File: config.mk
export PLATFORM = sky130hd
export DESIGN_NAME = alu_serial
export DESIGN_NICKNAME = d
export VERILOG_FILES = /design/src/rtl/alu_serial.sv
export SDC_FILE = /design/constraint.sdc
export NUM_CORES = 1
export LEC_CHECK = 0
export CORE_AREA = 2 2 76 85
export DETAILED_ROUTE_END_ITERATION = 12
export DIE_AREA = 0 0 78 87
export PLACE_DENSITY = 0.84
export SLEW_MARGIN = 15
export SYNTH_ARGS = -nofsm -noshare
export SYNTH_HDL_FRONTEND = slang
export SYNTH_SLANG_ARGS = --single-unit
File: constraint.sdc
create_clock -name clk -period 4.7 [get_ports clk]
set_input_delay 0.705 -clock clk [delete_from_list [all_inputs] [get_ports clk]]
set_output_delay 0.705 -clock clk [all_outputs]
set_load 0.01 [all_outputs]
File: src/rtl/alu_serial.sv
// alu_serial: slice-serial ALU. Operands are processed SLICE bits per clock,
// LSB slice first, with the carry rippled between slices through a register.
// The result, carry_out and zero flag are committed together when the last
// slice finishes. carry_out is kept between operations so that multi-word
// arithmetic can be chained.
module alu_serial #(
    parameter int WIDTH = 16,
    parameter int SLICE = 4
) (
    input  logic             clk,
    input  logic             rst_n,
    input  logic             in_valid,
    output logic             in_ready,
    input  logic [4:0]       cmd,
    input  logic             chain,
    input  logic [WIDTH-1:0] d1,
    input  logic [WIDTH-1:0] d2,
    output logic             out_valid,
    input  logic             out_ready,
    output logic [WIDTH-1:0] res,
    output logic             carry_out,
    output logic             zero
);

    localparam int N  = WIDTH / SLICE;
    localparam int CW = (N > 1) ? $clog2(N) : 1;

    // Reject parameter combinations that cannot be split into whole slices.
    generate
        if ((SLICE < 1) || (WIDTH < SLICE) || ((WIDTH % SLICE) != 0)) begin : g_bad_params
            $error("alu_serial: WIDTH must be a positive multiple of SLICE");
        end
    endgenerate

    typedef enum logic [1:0] {
        S_IDLE = 2'd0,
        S_RUN  = 2'd1,
        S_DONE = 2'd2
    } state_t;

    state_t           state_q, state_d;

    // Operand A and the pre-inverted operand B are shifted right one slice per
    // clock, so the active slice always sits at bit 0. bx_q carries one extra
    // top bit holding cin0: it becomes the right-shift fill of the MSB.
    logic [WIDTH-1:0] a_q;
    logic [WIDTH:0]   bx_q;
    logic             cd_q;
    logic [1:0]       sel_q;
    logic             carry_q;
    logic [CW-1:0]    slice_q;
    logic [WIDTH-1:0] acc_q;
    logic [WIDTH-1:0] res_q;
    logic             cout_q;
    logic             zero_q;

    logic             accept;
    logic             cin0;
    logic             last_slice;
    logic [SLICE:0]   c_w;
    logic [SLICE-1:0] sres_w;
    logic [WIDTH-1:0] acc_d;

    assign accept     = in_valid && (state_q == S_IDLE);
    assign cin0       = chain ? cout_q : cmd[4];
    assign last_slice = (slice_q == CW'(N - 1));
    assign c_w[0]     = carry_q;

    // Per-bit datapath of the active slice: generate/propagate carry chain and
    // the sel-driven result mux, with the carry term optionally suppressed.
    generate
        for (genvar gi = 0; gi < SLICE; gi++) begin : g_bit
            logic bp;
            logic rb;
            logic g;
            logic p;
            logic m;
            assign bp            = bx_q[gi];
            assign rb            = bx_q[gi+1];
            assign g             = a_q[gi] & bp;
            assign p             = a_q[gi] | bp;
            assign m             = sel_q[1] ? (sel_q[0] ? rb : p)
                                            : (sel_q[0] ? g  : (~g & p));
            assign c_w[gi+1]     = g | (p & c_w[gi]);
            assign sres_w[gi]    = m ^ (c_w[gi] & ~cd_q);
        end

        // Finished slices enter the accumulator from the top so that after N
        // slices the LSB slice has arrived at bit 0.
        if (N > 1) begin : g_acc_multi
            assign acc_d = {sres_w, acc_q[WIDTH-1:SLICE]};
        end else begin : g_acc_single
            assign acc_d = sres_w;
        end
    endgenerate

    // State register.
    always_ff @(posedge clk) begin
        if (!rst_n) begin
            state_q <= S_IDLE;
        end else begin
            state_q <= state_d;
        end
    end

    // Next-state logic and handshake outputs.
    always_comb begin
        state_d   = state_q;
        in_ready  = 1'b0;
        out_valid = 1'b0;
        case (state_q)
            S_IDLE: begin
                in_ready = 1'b1;
                if (in_valid) begin
                    state_d = S_RUN;
                end
            end
            S_RUN: begin
                if (last_slice) begin
                    state_d = S_DONE;
                end
            end
            S_DONE: begin
                out_valid = 1'b1;
                if (out_ready) begin
                    state_d = S_IDLE;
                end
            end
            default: begin
                state_d = S_IDLE;
            end
        endcase
    end

    // Operand latch, per-slice iteration and result commit on the last slice.
    always_ff @(posedge clk) begin
        if (!rst_n) begin
            a_q     <= '0;
            bx_q    <= '0;
            cd_q    <= 1'b0;
            sel_q   <= 2'b00;
            carry_q <= 1'b0;
            slice_q <= '0;
            acc_q   <= '0;
            res_q   <= '0;
            cout_q  <= 1'b0;
            zero_q  <= 1'b0;
        end else if (accept) begin
            a_q     <= d1;
            bx_q    <= {cin0, d2 ^ {WIDTH{cmd[3]}}};
            cd_q    <= cmd[2];
            sel_q   <= cmd[1:0];
            carry_q <= cin0;
            slice_q <= '0;
            acc_q   <= '0;
        end else if (state_q == S_RUN) begin
            a_q     <= a_q >> SLICE;
            bx_q    <= bx_q >> SLICE;
            carry_q <= c_w[SLICE];
            acc_q   <= acc_d;
            slice_q <= slice_q + CW'(1);
            if (last_slice) begin
                slice_q <= '0;
                res_q   <= acc_d;
                cout_q  <= c_w[SLICE];
                zero_q  <= (acc_d == '0);
            end
        end
    end

    assign res       = res_q;
    assign carry_out = cout_q;
    assign zero      = zero_q;

endmodule

==> run_results.csv, run 1 <==
group,metric,value,unit
status,outcome,"complete, no violations",
placement,place.port_buffers,61,
synth,yosys.area_share.simple,18.6,%
finish,antennaDiodeCount,0,
pwr,report.power.total,1.31,mW
sta,relSlewSlack,34.1,%
synth,netlist_area,3260,um^2
worst_setup_path,path_class,"primary input to flop",
worst_setup_path,cpPeakStageDelay,0.87,ns
global_routing,globalRouteOverflowTotal,0,
clocking,clock_latency_reported_for_the_late_side_of_the_worst_skew_pair,0.35,ns
finish,multi_input_comb_area,1680,um^2
worst_setup_path,crit_arrival,2.77,ns
clocking,cts-resized-gates,0,
die,design.core.area,6010,um^2
clocking,cts_htree_levels,3,
worst_setup_path,crit_chain,"clkdlybuf4s50_1 > and2_1 > nor2_2 > a221oi_1 > nor2b_1",
synth,yosys.area.top_type,"dfxtp_1",
global_routing,groute.usage.overall,21.6,%
detailed_routing,detail_route.drc_violations,0,
sta,final_report_setup_violation_count,0,
worst_setup_path,element_type_at_the_critical_path_end,"flop",
die,placement_rows,30,
synth,syn_nets,425,
die,die_x,78,um
worst_setup_path,timing.critical_path.slowest_stage_cell,"nor2_2",
placement,last_weighted_congestion_value_of_the_routability_driven_placer,0.857,
synth,synth_compound_area_share,20.6,%
synth,async_reset_ff_share,0,%
finish,ff_latch_area,1420,um^2
die,ioPinCount,62,
synth,yosysMostFrequentCell,"nand2_1",
sta,tcrit_tclk_final,52.9,%
clocking,cts_tree,"built",
pwr,power.leakage,1.52,nW
global_routing,via_count_of_the_first_global_routing_pass,2510,
detailed_routing,drt-wirelength-per-cell,13.4,um
clocking,clk_transition_reported_paths,0.07,ns
pwr,power_density,322,nW/um^2
placement,dp_hpwl,4820,um
clocking,post_cts_hold_buffer_count,0,
sta,totalNegativeSetupSlack,0,ns
worst_setup_path,worst_setup_path_start_kind,"primary input",
die,starting_density_of_the_core,54.2,%
synth,yosys_reg_bits,71,
detailed_routing,drt_wl_total,6800,um
synth,largest_family_of_logic_cells_by_synthesized_area,"compound AO/OA/AOI/OAI gates",
global_routing,grt_first_pass_wirelength,11500,um
worst_setup_path,critical_path_buf_inv_count,1,
detailed_routing,drt_iter0_drcs,106,
detailed_routing,drtPass1Iterations,4,
synth,synth_area_per_cell,8.70,um^2
global_routing,grt_start_max_net_pins,59,
clocking,cts_num_sinks,71,
sta,timing.clock.skew,0.00654,ns
synth,synth-xor-area-share,5.38,%
worst_setup_path,critical_path.max_fanout,26,
synth,netlist.area_leader.share,43.7,%
synth,synth.cells.most_frequent,"77 x nand2_1, 71 x dfxtp_1, 35 x a21boi_0",
detailed_routing,post_drt_via_cell_ratio,5.34,
synth,yosys-top-cells-area,"dfxtp_1 44%, nand2_1 8.9%, a21boi_0 8.1%",
global_routing,grt_antenna_before_repair,0,
synth,synthDistinctLibCells,35,
synth,synth.yosys.seq_area_share,43.7,%
worst_setup_path,path_delay_family,"simple AND/OR/NAND/NOR gates",
finish,post_route_cells_drive_above_1_share,4.46,%
finish,final_area,4080,um^2
sta,max_fclk,402,MHz
clocking,cts.path.max_buffers,2,
worst_setup_path,timing.critical_path.required,4.98,ns
synth,post_synth_fa_ha_maj_area_fraction,3.46,%
finish,final_net_count,473,
die,floorplan.die.height,87,um
sta,rsz_0062_raised_after_global_routing,"false",
clocking,cts_post_setup_buffers_inserted,0,
clocking,clock-root-buffer,"clkbuf_8",
finish,nFillCells,505,
pwr,max-vdd-ir-drop,190,uV
die,die_area,6790,um^2
min_path,holdCritPathClass,"flop to flop",
flow_run,maxCapViolations,0,
synth,ys_dominant_reg_cell,"dfxtp_1",
sta,period_minus_slack,2.49,ns
detailed_routing,routed-via-count,2701,
synth,netlist_instances,374,
synth,synth_edf_count,0,
finish,relative_area_change_from_synthesis_to_final_layout,25.2,%
synth,synth-warning-count,0,
sta,final_hold_viol_count,0,
sta,tightest_slew,0.987,ns
placement,placedInstanceArea,3880,um^2
sta,timing.final.max_slew_violations,0,
finish,final_core_area_utilization,67.9,%
synth,synthMuxAreaShare,3.54,%
detailed_routing,drtAntennaViolNets,0,
clocking,cts-buffers-inserted,9,
## cells by family (layout without fill, tap and decap cells)
| family | Yosys count | count (layout) |
|---|---|---|
| flip-flops | 71 | 71 |
| AND/OR/NAND/NOR | 139 | 139 |
| buffers and inverters | 39 | 91 |
| XOR/XNOR | 20 | 20 |
| AO/OA/AOI/OAI | 91 | 91 |
| adder cells (fa/ha/maj) | 9 | 9 |
| multiplexers | 5 | 5 |
## placed cells by master, fill, tap and decap left out
cell,instances
nand2_1,77
dfxtp_1,71
clkdlybuf4s50_1,61
a21boi_0,35
nor2_1,24
nor2b_1,17
xnor2_1,16
inv_1,13
a221oi_1,13
a21oi_1,13
a22oi_1,12
clkbuf_8,11
ha_1,9
nand3_1,7
mux4_1,4
xor2_1,4
o211a_1,4
o21a_1,3
a211oi_1,3
o21ai_0,3
nor4_1,3
clkinv_2,3
and2_1,2
nand2b_1,2
nor3_1,2
buf_4,2
nor2b_2,1
nor2_2,1
o21bai_1,1
mux2i_1,1
a31oi_1,1
a2bb2oi_1,1
o41ai_1,1
nand3b_1,1
or3_1,1
nand4_1,1
a21boi_1,1
bufinv_16,1
## layout make-up
type | count | area share (%)
sequential | 71 | 34.9
inverter | 13 | 1.20
multi-input combinational | 264 | 41.3
clock buffer | 11 | 3.72
clock inverter | 4 | 1.11
tap | 80 | 2.46
timing repair buffer | 63 | 15.4
## registers in the layout, summed over array words and instances (netlist names), 2 cells and up
name,cells
sel_q,2
bx_q,17
state_q,2
slice_q,2
res,16
a_q,16
acc_q,12
## power by group
part,switching [mW],internal [mW]
Sequential,0.0208,0.628
Clock,0.213,0.268
Combinational,0.0916,0.0912
Total,0.325,0.987
## per-stage QoR
| step | hold slack (ns) | instances | worst slack (ns) |
|---|---|---|---|
| floorplan | 0.431 | 374 | 2.82 |
| global placement | 0.437 | 491 | 1.94 |
| detailed placement | 0.445 | 491 | 1.88 |
| CTS | 0.455 | 506 | 2.22 |
| global route | 0.472 | 506 | 2.02 |
| finish | 0.454 | 506 | 2.21 |
## tightest hold or removal path: stages, from the launching register on
cell and delay [ns]:
dfxtp_1 0.31, nand2_1 0.05, a21oi_1 0.05
## path summary, 6_finish.rpt
check                           cells after the start  slack, ns  startpoint        to
worst max-delay path                                5       2.21    in_valid   bx_q[5]
worst max register to register                      6       2.26  state_q[0]      zero
worst min-delay path                                2       0.45    acc_q[4]  acc_q[4]
worst min register to register                      2       0.45    acc_q[4]  acc_q[4]
## per-layer routing
layer  routed length [um]  track usage (%)  vias to the layer above
met1                 2990             25.5                     1235
met3                  302             4.88                       15
li1                     -                -                     1374
met4                  167             11.8                        0
met2                 3340             36.5                       77
met5                    0                0                        -
Power figures use the tool's default switching activity.
==> inputs of run 2 (changes only) <==
CORE_AREA = 2 2 83 93   (was 2 2 76 85)
DIE_AREA = 0 0 85 95   (was 0 0 78 87)
PLACE_DENSITY = 0.74   (was 0.84)
clock period = 2.05 ns   (was 4.7 ns; I/O delays follow)
==> run 2 against run 1 <==
- first-iteration DRC count decreased by 21%
- sequential power increased by 130%
- wire length increased by 4.1%
- critical path type is now flop to flop
- critical endpoint is now zero
- largest power group unchanged
==> run_results.csv, run 2 (synthesized netlist as in run 1, its figures left out) <==
group,metric,value,unit
finish,nFillCells,647,
worst_setup_path,timing.critical_path.required,2.31,ns
sta,final_report_setup_violation_count,0,
finish,post_route_cells_drive_above_1_share,8.20,%
worst_setup_path,critical_path.max_fanout,3,
global_routing,grt_start_max_net_pins,37,
sta,period_minus_slack,1.91,ns
worst_setup_path,timing.critical_path.to,"zero",
clocking,clk_transition_reported_paths,0.07,ns
pwr,max-vdd-ir-drop,528,uV
global_routing,grt_first_pass_wirelength,12500,um
global_routing,met1_usage_grt,21.9,%
worst_setup_path,worstReg2RegEnd,"zero",
die,placement_rows,33,
die,starting_density_of_the_core,45.1,%
detailed_routing,routed-via-count,2735,
worst_setup_path,element_type_at_the_critical_path_end,"flop",
finish,multi_input_comb_area,1700,um^2
clocking,clock-root-buffer,"clkbuf_8",
worst_setup_path,worstReg2RegStart,"a_q[0]",
clocking,clock_latency_reported_for_the_late_side_of_the_worst_skew_pair,0.34,ns
worst_setup_path,number_of_cells_on_the_worst_reg_to_reg_path,7,
placement,placement.setup.worst_slack,0.0466,ns
detailed_routing,detail_route.drc_violations,0,
clocking,cts.path.max_buffers,2,
global_routing,globalRouteOverflowTotal,0,
sta,tcrit_tclk_final,92.9,%
sta,layout_setup_ws,0.145,ns
finish,final_cell_mix,"77 x nand2_1, 70 x dfxtp_1, 61 x clkdlybuf4s50_1, 35 x a21boi_0, 24 x nor2_1",
finish,relative_area_change_from_synthesis_to_final_layout,29.6,%
pwr,power_density,737,nW/um^2
clocking,cts_tree,"built",
flow_run,maxCapViolations,0,
clocking,cts_post_setup_buffers_inserted,0,
worst_setup_path,crit_arrival,2.17,ns
die,die_area,8080,um^2
sta,timing.clock.skew,0.00959,ns
worst_setup_path,worst_setup_path_start_kind,"flop",
worst_setup_path,first_element_of_the_critical_path,"a_q[0]",
clocking,cts-buffers-inserted,9,
sta,final_hold_viol_count,0,
status,outcome,"complete, no violations",
clocking,cts-resized-gates,0,
sta,tightest_slew,0.460,ns
global_routing,grt_busiest_layer,"met2",
finish,largest_register_ff_count,17,
global_routing,groute.usage.overall,19.3,%
global_routing,grt.met3_usage,3.41,%
global_routing,grt_util_met2,35.1,%
sta,max_fclk,525,MHz
sta,relSlewSlack,69.3,%
clocking,cts_htree_levels,3,
detailed_routing,drtAntennaViolNets,0,
detailed_routing,post_drt_via_cell_ratio,5.20,
sta,totalNegativeSetupSlack,0,ns
clocking,post_cts_hold_buffer_count,0,
die,floorplan.die.height,95,um
finish,mostFrequentLayoutCell,"nand2_1",
die,design.core.area,7230,um^2
worst_setup_path,reg2reg_slack,0.14,ns
finish,final_net_count,486,
detailed_routing,drtPass1Iterations,4,
global_routing,via_count_of_the_first_global_routing_pass,2814,
placement,dp_hpwl,5280,um
die,ioPinCount,62,
worst_setup_path,path_class,"flop to flop",
finish,ff_latch_area,1420,um^2
pwr,power.leakage,1.59,nW
die,die_x,85,um
detailed_routing,drt_iter0_drcs,84,
finish,antennaDiodeCount,0,
clocking,cts_num_sinks,71,
finish,final_core_area_utilization,58.4,%
sta,rsz_0062_raised_after_global_routing,"false",
placement,place.port_buffers,61,
detailed_routing,drt-wirelength-per-cell,13.5,um
finish,largest-register,"bx_q",
detailed_routing,drt_wl_total,7080,um
global_routing,grt_antenna_before_repair,0,
sta,timing.final.max_slew_violations,0,
placement,last_weighted_congestion_value_of_the_routability_driven_placer,0.878,
min_path,holdCritPathClass,"flop to flop",
-- run 2: cell count changes in the layout (fill, tap and decap cells not counted), sizes merged --
cell and change:
clkbuf -2, bufinv +1, buf +13, clkinvlp +1
-- run 2: critical path, cell delays in order, from the launching register on --
cell      delay (ns)
dfxtp_1         0.35
inv_1           0.05
ha_1            0.28
mux4_1          0.53
xnor2_2         0.18
nor4_2          0.17
nand4_1         0.12
a21boi_1        0.15
-- run 2: per-layer routing --
layer / share of wire [%] / up-vias
li1: - / 1404
met1: 43 / 1253
met2: 51 / 69
met3: 4.1 / 9
met4: 1.4 / 0
met5: 0 / -
-- run 2: final cells by class --
| class | count | share of cell area, % |
|---|---|---|
| Timing Repair Buffer | 76 | 17.1 |
| Clock buffer | 9 | 2.94 |
| Multi-Input combinational cell | 264 | 40.4 |
| Clock inverter | 6 | 2.05 |
| Sequential cell | 71 | 33.7 |
| Tap cell | 87 | 2.58 |
| Inverter | 13 | 1.16 |
-- run 2: where the power goes --
| group | internal (mW) | switching (mW) | leakage (nW) |
|---|---|---|---|
| Sequential | 1.44 | 0.0453 | 0.579 |
| Clock | 0.675 | 0.494 | 0.105 |
| Combinational | 0.234 | 0.219 | 0.911 |
-- run 2: worst min-delay path by stage --
| stage | end | slack [ns] | cells after the start | start |
|---|---|---|---|---|
| after floorplan | acc_q[4] | 0.43 | 2 | acc_q[4] |
| after global placement | acc_q[4] | 0.44 | 2 | acc_q[4] |
| after detailed placement | acc_q[4] | 0.46 | 2 | acc_q[4] |
| after CTS | acc_q[4] | 0.47 | 2 | acc_q[4] |
| after global routing | a_q[10] | 0.49 | 2 | a_q[10] |
| final | acc_q[4] | 0.46 | 2 | acc_q[4] |
-- run 2: per-stage QoR --
stage	power, mW	std cells	cell area (um^2)	hold WS (ns)
final	3.11	526	4220	0.460
after global routing	3.25	526	4220	0.490
after CTS	3.13	526	4200	0.465
after detailed placement	1.96	511	3990	0.455
after global placement	1.95	511	3990	0.442
after floorplan	1.78	374	3260	0.431
==> inputs of run 3 (changes only) <==
CORE_AREA = 2 2 76 85   (was 2 2 83 93)
DIE_AREA = 0 0 78 87   (was 0 0 85 95)
DONT_BUFFER_PORTS = 1   (was not set)
PLACE_DENSITY = 0.73   (was 0.74)
==> run 3 against run 2 <==
- sequential cell count unchanged
- critical endpoint unchanged
- largest cell class unchanged
- clock skew decreased by 0.0035 ns
- critical path depth unchanged
- power increased by 2.5%
==> run_results.csv, run 3 (synthesized netlist as in run 1, its figures left out) <==
group,metric,value,unit
status,outcome,"complete, no violations",
detailed_routing,drt-wirelength-per-cell,14.7,um
finish,multi_input_comb_area,1680,um^2
worst_setup_path,crit_arrival,2.13,ns
placement,last_weighted_congestion_value_of_the_routability_driven_placer,0.815,
clocking,clock_latency_reported_for_the_late_side_of_the_worst_skew_pair,0.35,ns
detailed_routing,drt_wl_total,6700,um
flow_run,maxCapViolations,0,
die,ioPinCount,62,
pwr,power.leakage,1.36,nW
sta,relSlewSlack,69.5,%
sta,tightest_slew,0.455,ns
finish,relative_area_change_from_synthesis_to_final_layout,10.4,%
global_routing,via_count_of_the_first_global_routing_pass,2349,
worst_setup_path,timing.critical_path.required,2.33,ns
global_routing,globalRouteOverflowTotal,0,
pwr,power.net_switching,748,uW
finish,nFillCells,558,
clocking,cts.path.max_buffers,2,
worst_setup_path,critical_path.max_fanout,3,
finish,ff_latch_area,1420,um^2
detailed_routing,detail_route.drc_violations,0,
detailed_routing,drt_iter0_drcs,114,
finish,post_route_cells_drive_above_1_share,9.02,%
global_routing,groute.usage.overall,21.5,%
worst_setup_path,element_type_at_the_critical_path_end,"flop",
die,die_area,6790,um^2
die,design.core.area,6010,um^2
clocking,cts_post_setup_buffers_inserted,0,
placement,place.port_buffers,0,
finish,final_core_area_utilization,59.9,%
worst_setup_path,path_class,"flop to flop",
detailed_routing,routed-via-count,2499,
die,floorplan.die.height,87,um
global_routing,grt_first_pass_wirelength,11300,um
pwr,pwr-share-comb,10.6,%
pwr,max-vdd-ir-drop,478,uV
die,die_x,78,um
finish,largest-register,"bx_q",
placement,dp_hpwl,4750,um
pwr,power_density,886,nW/um^2
clocking,cts_tree,"built",
clocking,cts_num_sinks,71,
sta,totalNegativeSetupSlack,0,ns
global_routing,grt_start_max_net_pins,59,
sta,final_report_setup_violation_count,0,
global_routing,grt_antenna_before_repair,0,
clocking,clock-root-buffer,"clkbuf_8",
detailed_routing,drtPass1Iterations,4,
sta,layout_setup_ws,0.207,ns
sta,timing.final.max_slew_violations,0,
pwr,net_switching_fraction_of_the_power,23.5,%
detailed_routing,drtAntennaViolNets,0,
pwr,p_seq_share,46.6,%
finish,final_cell_mix,"77 x nand2_1, 69 x dfxtp_1, 35 x a21boi_0, 24 x nor2_1, 17 x nor2b_1",
worst_setup_path,worst_setup_path_start_kind,"flop",
finish,largest_register_ff_count,17,
pwr,internal-power,2.44,mW
sta,timing.clock.skew,0.00609,ns
sta,tcrit_tclk_final,89.9,%
sta,max_fclk,542,MHz
clocking,cts-buffers-inserted,9,
pwr,report.power.total,3.19,mW
clocking,clk_transition_reported_paths,0.08,ns
detailed_routing,post_drt_via_cell_ratio,5.47,
sta,final_hold_viol_count,0,
die,starting_density_of_the_core,54.2,%
placement,placement.setup.worst_slack,0.0906,ns
finish,mostFrequentLayoutCell,"nand2_1",
clocking,cts_htree_levels,3,
die,placement_rows,30,
finish,final_net_count,423,
sta,rsz_0062_raised_after_global_routing,"false",
finish,antennaDiodeCount,0,
sta,period_minus_slack,1.84,ns
min_path,holdCritPathClass,"primary input to flop",
pwr,power.share.clock,42.7,%
run 3: changes by cell type in the layout (fill, tap and decap cells not counted), moves of 2 or more:
cell             delta
clkdlybuf4s50_1    -61
buf_4               -2
xnor2_2             -2
xnor2_1             +2
run 3: power by group through the flow:
stage          Combinational (mW)  Clock (mW)  Sequential, mW
2_1_floorplan               0.283           0            1.50
3_3_place_gp                0.333           0            1.51
3_5_place_dp                0.341           0            1.52
4_1_cts                     0.342        1.38            1.48
5_1_grt                     0.383        1.45            1.49
6_report                    0.339        1.36            1.49
run 3: path summary, 6_finish.rpt:
check | slack, ns | depth (start not counted) | endpoint | startpoint
setup / recovery | 0.21 | 7 | zero | a_q[0]
hold / removal | 0.09 | 1 | state_q[1] | rst_n
setup reg to reg | 0.21 | 7 | zero | a_q[0]
hold reg to reg | 0.46 | 2 | acc_q[4] | acc_q[4]
run 3: timing repair:
item | in CTS | in global routing
hold buffers | 0 | 0
endpoints found under the setup margin | 0 | 1
resized for setup | 0 | 3
run 3: metal layers:
layer  wire length (um)  share of wire, %  track usage, %
met2               3420                51            37.5
met1               2830                42            24.6
met4                133               2.0            9.57
met3                317               4.7            6.22
met5                  0                 0               0
run 3: layout make-up:
| class | instances | share of cell area, % |
|---|---|---|
| Clock buffer | 10 | 3.83 |
| Clock inverter | 6 | 2.99 |
| Inverter | 13 | 1.36 |
| Multi-Input combinational cell | 264 | 46.7 |
| Sequential cell | 71 | 39.6 |
| Tap cell | 80 | 2.78 |
| Timing Repair Buffer | 13 | 2.71 |
run 3: worst max-delay path: stages (launching register included):
cell	delay, ns
dfxtp_2	0.34
inv_1	0.04
ha_1	0.27
mux4_2	0.46
xnor2_1	0.16
nor4_1	0.26
nand4_1	0.12
a21boi_1	0.13
run 3: stage by stage:
step	instances	hold WS [ns]	instance area, um^2
floorplan	374	0.431	3260
global placement	441	0.433	3350
detailed placement	441	0.436	3350
CTS	457	0.0649	3600
global route	457	0.0745	3590
finish	457	0.0916	3590
